`src/rtl/intdiv_lzskip.sv`:
```
// Iterative radix-2 restoring divider that skips the dividend's leading zeros.
// Optional signed mode is enabled by defining DIV_SIGNED_EN (adds the Signed input).

module lzd_hier #(
    parameter int WIDTH = 64
) (
    input  logic [WIDTH-1:0]         x_i,
    output logic [$clog2(WIDTH)-1:0] zp_o,
    output logic                     zv_o
);
    localparam int PW = $clog2(WIDTH);

    // Ascending scan: the highest set bit is the last one written.
    always_comb begin
        zp_o = '0;
        zv_o = |x_i;
        for (int i = 0; i < WIDTH; i++) begin
            if (x_i[i]) zp_o = PW'(WIDTH - 1 - i);
        end
    end
endmodule

module intdiv_lzskip #(
    parameter int WIDTH = 64
) (
    input  logic             clk,
    input  logic             reset,
    input  logic             Start,
    input  logic [WIDTH-1:0] X,
    input  logic [WIDTH-1:0] D,
`ifdef DIV_SIGNED_EN
    input  logic             Signed,
`endif
    output logic             Busy,
    output logic             Done,
    output logic [WIDTH-1:0] Q,
    output logic [WIDTH-1:0] REM,
    output logic             DivBy0
);
    localparam int PW = $clog2(WIDTH);
    localparam int KW = PW + 1;

    typedef enum logic [1:0] {IDLE, NORM, ITER, DONE} state_t;

    state_t           state_q, state_d;
    logic [WIDTH-1:0] xr_q, xr_d, dr_q, dr_d, r_q, r_d;
    logic [WIDTH-1:0] q_q, q_d, rem_q, rem_d;
    logic [KW-1:0]    k_q, k_d;
    logic             dz_q, dz_d, sx_q, sx_d, sd_q, sd_d;

    logic [PW-1:0]    zp;
    logic             zv;
    logic [WIDTH:0]   t, diff;
    logic             qbit;
    logic [WIDTH-1:0] r_nxt, q_nxt;

    function automatic logic [WIDTH-1:0] neg_if(input logic [WIDTH-1:0] v, input logic en);
        return en ? (~v + WIDTH'(1)) : v;
    endfunction

    lzd_hier #(.WIDTH(WIDTH)) u_lzd (
        .x_i  (xr_q),
        .zp_o (zp),
        .zv_o (zv)
    );

    // One restoring step: R < DR keeps T - DR within WIDTH bits.
    always_comb begin
        t     = {r_q, xr_q[WIDTH-1]};
        diff  = t - {1'b0, dr_q};
        qbit  = (t >= {1'b0, dr_q});
        r_nxt = qbit ? diff[WIDTH-1:0] : t[WIDTH-1:0];
        q_nxt = {q_q[WIDTH-2:0], qbit};
    end

    always_comb begin
        state_d = state_q;
        xr_d    = xr_q;
        dr_d    = dr_q;
        r_d     = r_q;
        q_d     = q_q;
        rem_d   = rem_q;
        k_d     = k_q;
        dz_d    = dz_q;
        sx_d    = sx_q;
        sd_d    = sd_q;
        case (state_q)
            IDLE, DONE: begin
                if (Start) begin
`ifdef DIV_SIGNED_EN
                    sx_d = Signed & X[WIDTH-1];
                    sd_d = Signed & D[WIDTH-1];
                    xr_d = neg_if(X, sx_d);
                    dr_d = neg_if(D, sd_d);
`else
                    sx_d = 1'b0;
                    sd_d = 1'b0;
                    xr_d = X;
                    dr_d = D;
`endif
                    dz_d    = 1'b0;
                    state_d = NORM;
                end else if (state_q == DONE) begin
                    state_d = IDLE;
                end
            end
            NORM: begin
                if (dr_q == '0) begin
                    q_d     = '1;
                    rem_d   = neg_if(xr_q, sx_q);
                    dz_d    = 1'b1;
                    state_d = DONE;
                end else if (!zv) begin
                    q_d     = '0;
                    rem_d   = '0;
                    state_d = DONE;
                end else begin
                    xr_d    = xr_q << zp;
                    k_d     = KW'(WIDTH) - KW'(zp);
                    r_d     = '0;
                    q_d     = '0;
                    state_d = ITER;
                end
            end
            ITER: begin
                r_d  = r_nxt;
                q_d  = q_nxt;
                xr_d = xr_q << 1;
                k_d  = k_q - KW'(1);
                if (k_q == KW'(1)) begin
                    q_d     = neg_if(q_nxt, sx_q ^ sd_q);
                    rem_d   = neg_if(r_nxt, sx_q);
                    state_d = DONE;
                end
            end
            default: state_d = IDLE;
        endcase
    end

    always_ff @(posedge clk) begin
        if (reset) begin
            state_q <= IDLE;
            q_q     <= '0;
            rem_q   <= '0;
            dz_q    <= 1'b0;
        end else begin
            state_q <= state_d;
            q_q     <= q_d;
            rem_q   <= rem_d;
            dz_q    <= dz_d;
        end
    end

    // Working registers are only meaningful after a capture, so they carry no reset.
    always_ff @(posedge clk) begin
        xr_q <= xr_d;
        dr_q <= dr_d;
        r_q  <= r_d;
        k_q  <= k_d;
        sx_q <= sx_d;
        sd_q <= sd_d;
    end

    assign Busy   = (state_q == NORM) || (state_q == ITER);
    assign Done   = (state_q == DONE);
    assign Q      = q_q;
    assign REM    = rem_q;
    assign DivBy0 = dz_q;
endmodule
```
`config.mk`:
```
export PLATFORM = sky130hd
export DESIGN_NAME = intdiv_lzskip
export DESIGN_NICKNAME = d
export VERILOG_FILES = /design/src/rtl/intdiv_lzskip.sv
export SDC_FILE = /design/constraint.sdc
export NUM_CORES = 1
export LEC_CHECK = 0
export ABC_AREA = 1
export CAP_MARGIN = 0
export CELL_PAD_IN_SITES_DETAIL_PLACEMENT = 0
export CELL_PAD_IN_SITES_GLOBAL_PLACEMENT = 1
export CORE_MARGIN = 2
export CORE_UTILIZATION = 31
export DETAILED_ROUTE_END_ITERATION = 12
export GPL_ROUTABILITY_DRIVEN = 0
export PLACE_DENSITY_LB_ADDON = 0.1
export SLEW_MARGIN = 0
export SYNTH_ARGS = -nofsm -noshare
export SYNTH_HDL_FRONTEND = slang
export SYNTH_HIERARCHICAL = 1
export SYNTH_SLANG_ARGS = --single-unit
```
`constraint.sdc`:
```
create_clock -name clk -period 5.1 [get_ports clk]
set_input_delay 1.275 -clock clk [delete_from_list [all_inputs] [get_ports clk]]
set_output_delay 1.275 -clock clk [all_outputs]
set_load 0.02 [all_outputs]
```
== Yosys cells after proc, flatten, opt, wreduce, memory -nomap -nowiden ==
Cells that the tools add are included.

* Register bits: 330
* Input port bits: 131

* Add/subtract/negate cells: 3
* Magnitude comparators: 1
* Equality and inequality tests: 11
* Shift operators: 1
* Mux-type cells: 90
* Reduce and logical (&&, ||, !) cells: 13

{| class="wikitable"
|+ Operators by type and width
! kind !! number
|-
| $mux W64 || 10
|-
| $mux W6 || 64
|-
| $pmux W64 S2 || 3
|-
| $pmux W64 S3 || 1
|-
| $ge A65 B64 Y1 || 1
|-
| $logic_not A64 Y1 || 1
|-
| $reduce_or A64 Y1 || 1
|-
| $shl A64 B6 Y64 || 1
|-
| $sub A64 B64 Y64 || 1
|-
| $mux W7 || 2
|-
| $pmux W7 S2 || 1
|-
| $reduce_and A3 Y1 || 4
|-
| $ne A2 B2 Y1 const B || 5
|-
| $eq A7 B1 Y1 const B || 1
|-
| $sub A7 B1 Y7 const B || 1
|-
| $sub A7 B6 Y7 const A || 1
|-
| $mux W2 || 3
|-
| $ne A3 B3 Y1 const B || 2
|-
| $pmux W2 S3 || 1
|-
| $eq A2 B2 Y1 const B || 2
|-
| $mux W1 || 4
|-
| $reduce_and A2 Y1 || 2
|-
| $reduce_bool A2 Y1 || 2
|-
| $eq A2 B1 Y1 const B || 1
|-
| 4 further kinds || 4
|}

== Depth between registers and ports, before layout ==
* Depth in word-level cells: 68
* Gate-level depth with buffers: 79
* Mapped depth without buffers: 78

== Modules after synthesis ==
The synthesis kept the hierarchy.

{| class="wikitable"
|+ Modules (own cells, without submodules)
! module !! times used !! cells an instance !! area an instance (um^2)
|-
| intdiv_lzskip || 1 || 3826 || 24740.0
|-
| lzd_hier || 1 || 231 || 1021.0
|}

== Worst setup path before layout ==
OpenSTA, ideal clock, no wires.

* Path type: register to register
* Start point: register xr_q[1]
* End point: register xr_q[62] (data pin)
* Setup time: 0.249 ns
* Arrival time: 4.513 ns
* Data required time: 4.851 ns
* Slack: 0.338 ns
* Stages on the path, launching flop included: 77
* Path buffers: 2
* Cell sequence: edfxtp_1 -> inv_1 -> nand2_1 -> nand2_1 -> nand2_1 -> nand2_1 -> nand2_1 -> nand2_1 -> nand2_1 -> nand2_1 -> nand2_1 -> nand2_1 -> nand2_1 -> nand2_1 -> nand2_1 -> nand2_1 -> nand2_1 -> nand2_1 -> (+41 left out) -> nand2_1 -> nand2_1 -> nand2_1 -> nand2_1 -> a21oi_2 -> buf_2 -> buf_2 -> o21ai_0 -> o21ai_0 -> inv_1 -> nand2_1 -> o21ai_0 -> mux2i_1 -> nand2_1 -> nand3_1 -> nand3_1 -> nand2_1 -> inv_1

* Cells in the longest elaborated chain, start to end: 67

{| class="wikitable"
|+ Ends and longest elaborated chain
! item !! line !! text
|-
| start, declared || 46 || <nowiki>logic [WIDTH-1:0] xr_q, xr_d, dr_q, dr_d, r_q, r_d;</nowiki>
|-
| start signal, assigned || 156 || <nowiki>xr_q <= xr_d;</nowiki>
|-
| $mux W6 (63 in series) || 18 || <nowiki>if (x_i[i]) zp_o = PW'(WIDTH - 1 - i);</nowiki>
|-
| named net zp[0] || 51 || <nowiki>logic [PW-1:0] zp;</nowiki>
|-
| $shl A64 B6 Y64 || 118 || <nowiki>xr_d = xr_q << zp;</nowiki>
|-
| $mux W64 || 113 || <nowiki>end else if (!zv) begin</nowiki>
|-
| $mux W64 || 108 || <nowiki>if (dr_q == '0) begin</nowiki>
|-
| $pmux W64 S3 || 87 || <nowiki>case (state_q)</nowiki>
|-
| named net xr_d[62] || 46 ||
|}

The timed path passes the listed nets, and every way through them passes these cells. The select of a mux whose other input is x is not followed.
A chain may end at the register's enable or synchronous reset.

== Final worst setup path ==
* Start point: register xr_q[1]
* End point: register xr_q[49] (data pin)

The elaborated chain is that of the path after synthesis.

==> flow_summary.toml <==
[final_layout]
final_util = 0.421
layout.nets = 4643
drive_gt1_frac = 0.170
antenna_cells = 0
syn_to_final_growth_pct = 34.2
stdcell_count = 5545

[pwr]
p_leak_nw = 16.8
power_density_mw_per_mm2 = 866
peakVddDrop_v = 0.000457

[cts]
htreeDepth = 2
clk_pin_slew_ps = 60
insertion_delay_ps = 590
clock-sinks = 330
numCtsBuffers = 44
clockRootBuffer = "clkbuf_16"
clockBufferDepth = 3
tritoncts = "yes"

[job]
max_cap_viol_count = 0

[die]
die_x_um = 292
initial_core_util = 0.313
rows = 105
core_area_sq_mm = 0.0822
ios = 262
die-height_um = 292
fp.dieArea_sq_mm = 0.0854

[yosys]
netlist_area_sq_mm = 0.0258
synth-seq-area-share = 0.334
synth_fp_nets = 4259
synth_edf_count = 199
netlist_top_cells_count = "nand2_1, inv_1, a21oi_1, nor2_1, nand3_1"
async_flop_share = 0
yosysTopAreaCellShare = 0.232
avgSynthCellArea_sq_um = 6.35
yosys-top-cells-area = "edfxtp_1, nand2_1, inv_1"
synth-seq-cells = 330
synth.most_common_cell = "nand2_1"
syn_inst = 4057
ys.flop_type = "edfxtp_1"
synth.distinct_cells = 50
ys_warn_count = 6
synth_area_leader_cell = "edfxtp_1"

[detailed_routing]
drc = 0
postRouteAntennaNets = 0
drtPass1Iterations = 6
via_per_inst = 4.96
wl_um = 119000
via_count = 27500
drtIter0Drc = 2187
wl_per_cell_um = 21.4

[timing]
final.setup.worst_slack_ps = -523
hold_viol = 0
tightestPinTransition_ps = 1310
setup_viol = 64
drv_slew = 0
rsz0062_at_grt = "yes"
period_minus_slack_ps = 5620
max_freq_mhz = 178
finalCritPeriodShare = 1.10
finClkSkew_ps = 28.3
tns_ps = -24230
max_slew_margin = 0.124

[status]
status = "finished with violations"
violations = "setup timing"

[placement]
dpl.cell_count = 5419
hpwl_um = 90500
portBuffers = 261
dpl_worst_slack_ps = -808

[global_route]
overflow = 0
gr-usage-all-layers = 0.272
antenna_found_initial = 1
grt_pass1_vias = 27200
grt_pass1_wl_um = 174000
grt_start_max_net_pins = 76

[worst_hold_path]
hold_class = "reg2reg"

[setup_path]
criticalPathCategory = "reg2reg"
critPathArrivalTime_ps = 5940
startpoint_type = "flip-flop"
end_kind = "flip-flop"
cp.required_ps = 5420
critPathSlowestCell = "edfxtp_1"
cp_max_fo = 6
crit_top_cell = "nand2_1"
slowest_delay_ps = 380
## worst paths after layout
kind            from       end  slack, ps  cells after the start
max          xr_q[1]  xr_q[49]       -520                     78
min            Q[14]     Q[15]        470                      2
max reg2reg  xr_q[1]  xr_q[49]       -520                     78
min reg2reg    Q[14]     Q[15]        470                      2
## state kept, by name, summed over array words and instances (netlist names)
signal and flops:
Q 64, xr_q 64, dr_q 64, REM 64
r_q 64, k_q 7, state_q 2, DivBy0 1
## per-stage QoR
step	area [sq um]	total power [mW]	hold WS (ps)
after floorplan	25800	15.7	467
after CTS	33800	28.9	462
after detailed placement	30600	23.2	463
after global placement	30600	23.3	461
final	34600	29.9	465
after global routing	34600	32.0	494
## cells in the final DEF, fill, tap and decap left out, types with 11 or more instances in the layout
cell / count
buf_12: 14
nand3_2: 67
dfxtp_1: 131
a21oi_1: 272
inv_1: 728
inv_2: 16
clkbuf_8: 12
nand3b_1: 46
a21oi_2: 40
mux2i_1: 23
nand3_4: 16
or2_4: 12
nand2_2: 78
ha_1: 68
buf_4: 177
or2_2: 20
o21ai_2: 63
clkdlybuf4s50_1: 261
nand2_4: 29
nand3_1: 156
xnor2_1: 22
buf_6: 41
o21ai_4: 20
nor2_2: 21
clkbuf_16: 48
nor3_1: 14
o211ai_1: 49
nor2_1: 212
nand2_1: 1298
o21ai_1: 47
nand4_1: 30
xor2_1: 11
edfxtp_1: 199
o21ai_0: 100
## cell families (layout without fill, tap and decap cells)
family | count (synthesis) | count (layout) | share of synthesized area
xor+xnor | 33 | 33 | 0.0112
fa+ha+maj | 71 | 71 | 0.0348
flops | 330 | 330 | 0.334
simple gates | 2030 | 2030 | 0.331
mux | 34 | 34 | 0.0132
compound gates | 630 | 630 | 0.132
buf+inv | 929 | 1347 | 0.145
## per-layer routing
layer  up-vias  track usage  part of all wire
li1      13600            -                 -
met1     12900        0.353              0.44
met2       755        0.462              0.47
met3       204       0.0310             0.052
met4         0        0.101             0.040
met5         -            0                 0
## power breakdown
part	internal, mW	switching, mW	leakage (nW)	total (mW)
clock network	1.95	1.29	0.742	3.24
registers	4.36	0.979	3.03	5.34
logic	8.12	13.2	13.0	21.4
## area by class of cell
type                       count  area (sq um)
clock buffer                  69          1380
clock inverter                11           108
fill                        8780         47700
inverter                     758          2960
multi-input combinational   2798         15200
sequential                   330          8600
tap                         1070          1340
timing repair buffer         509          5030
## worst max-delay path: cells and delay by family (launching register included)
kind            cells  cell delay, ps
simple gates       66            3510
buf+inv             7             860
compound gates      5             610
flops               1             380
## timing repair
item | CTS | global route
gates cloned | 8 | 1
hold buffers | 0 | 0
gates resized for setup | 422 | 189
endpoints found under the setup margin | 63 | 71
buffers inserted | 34 | 17
pin swaps | 110 | 85
Power figures use the tool's default switching activity.
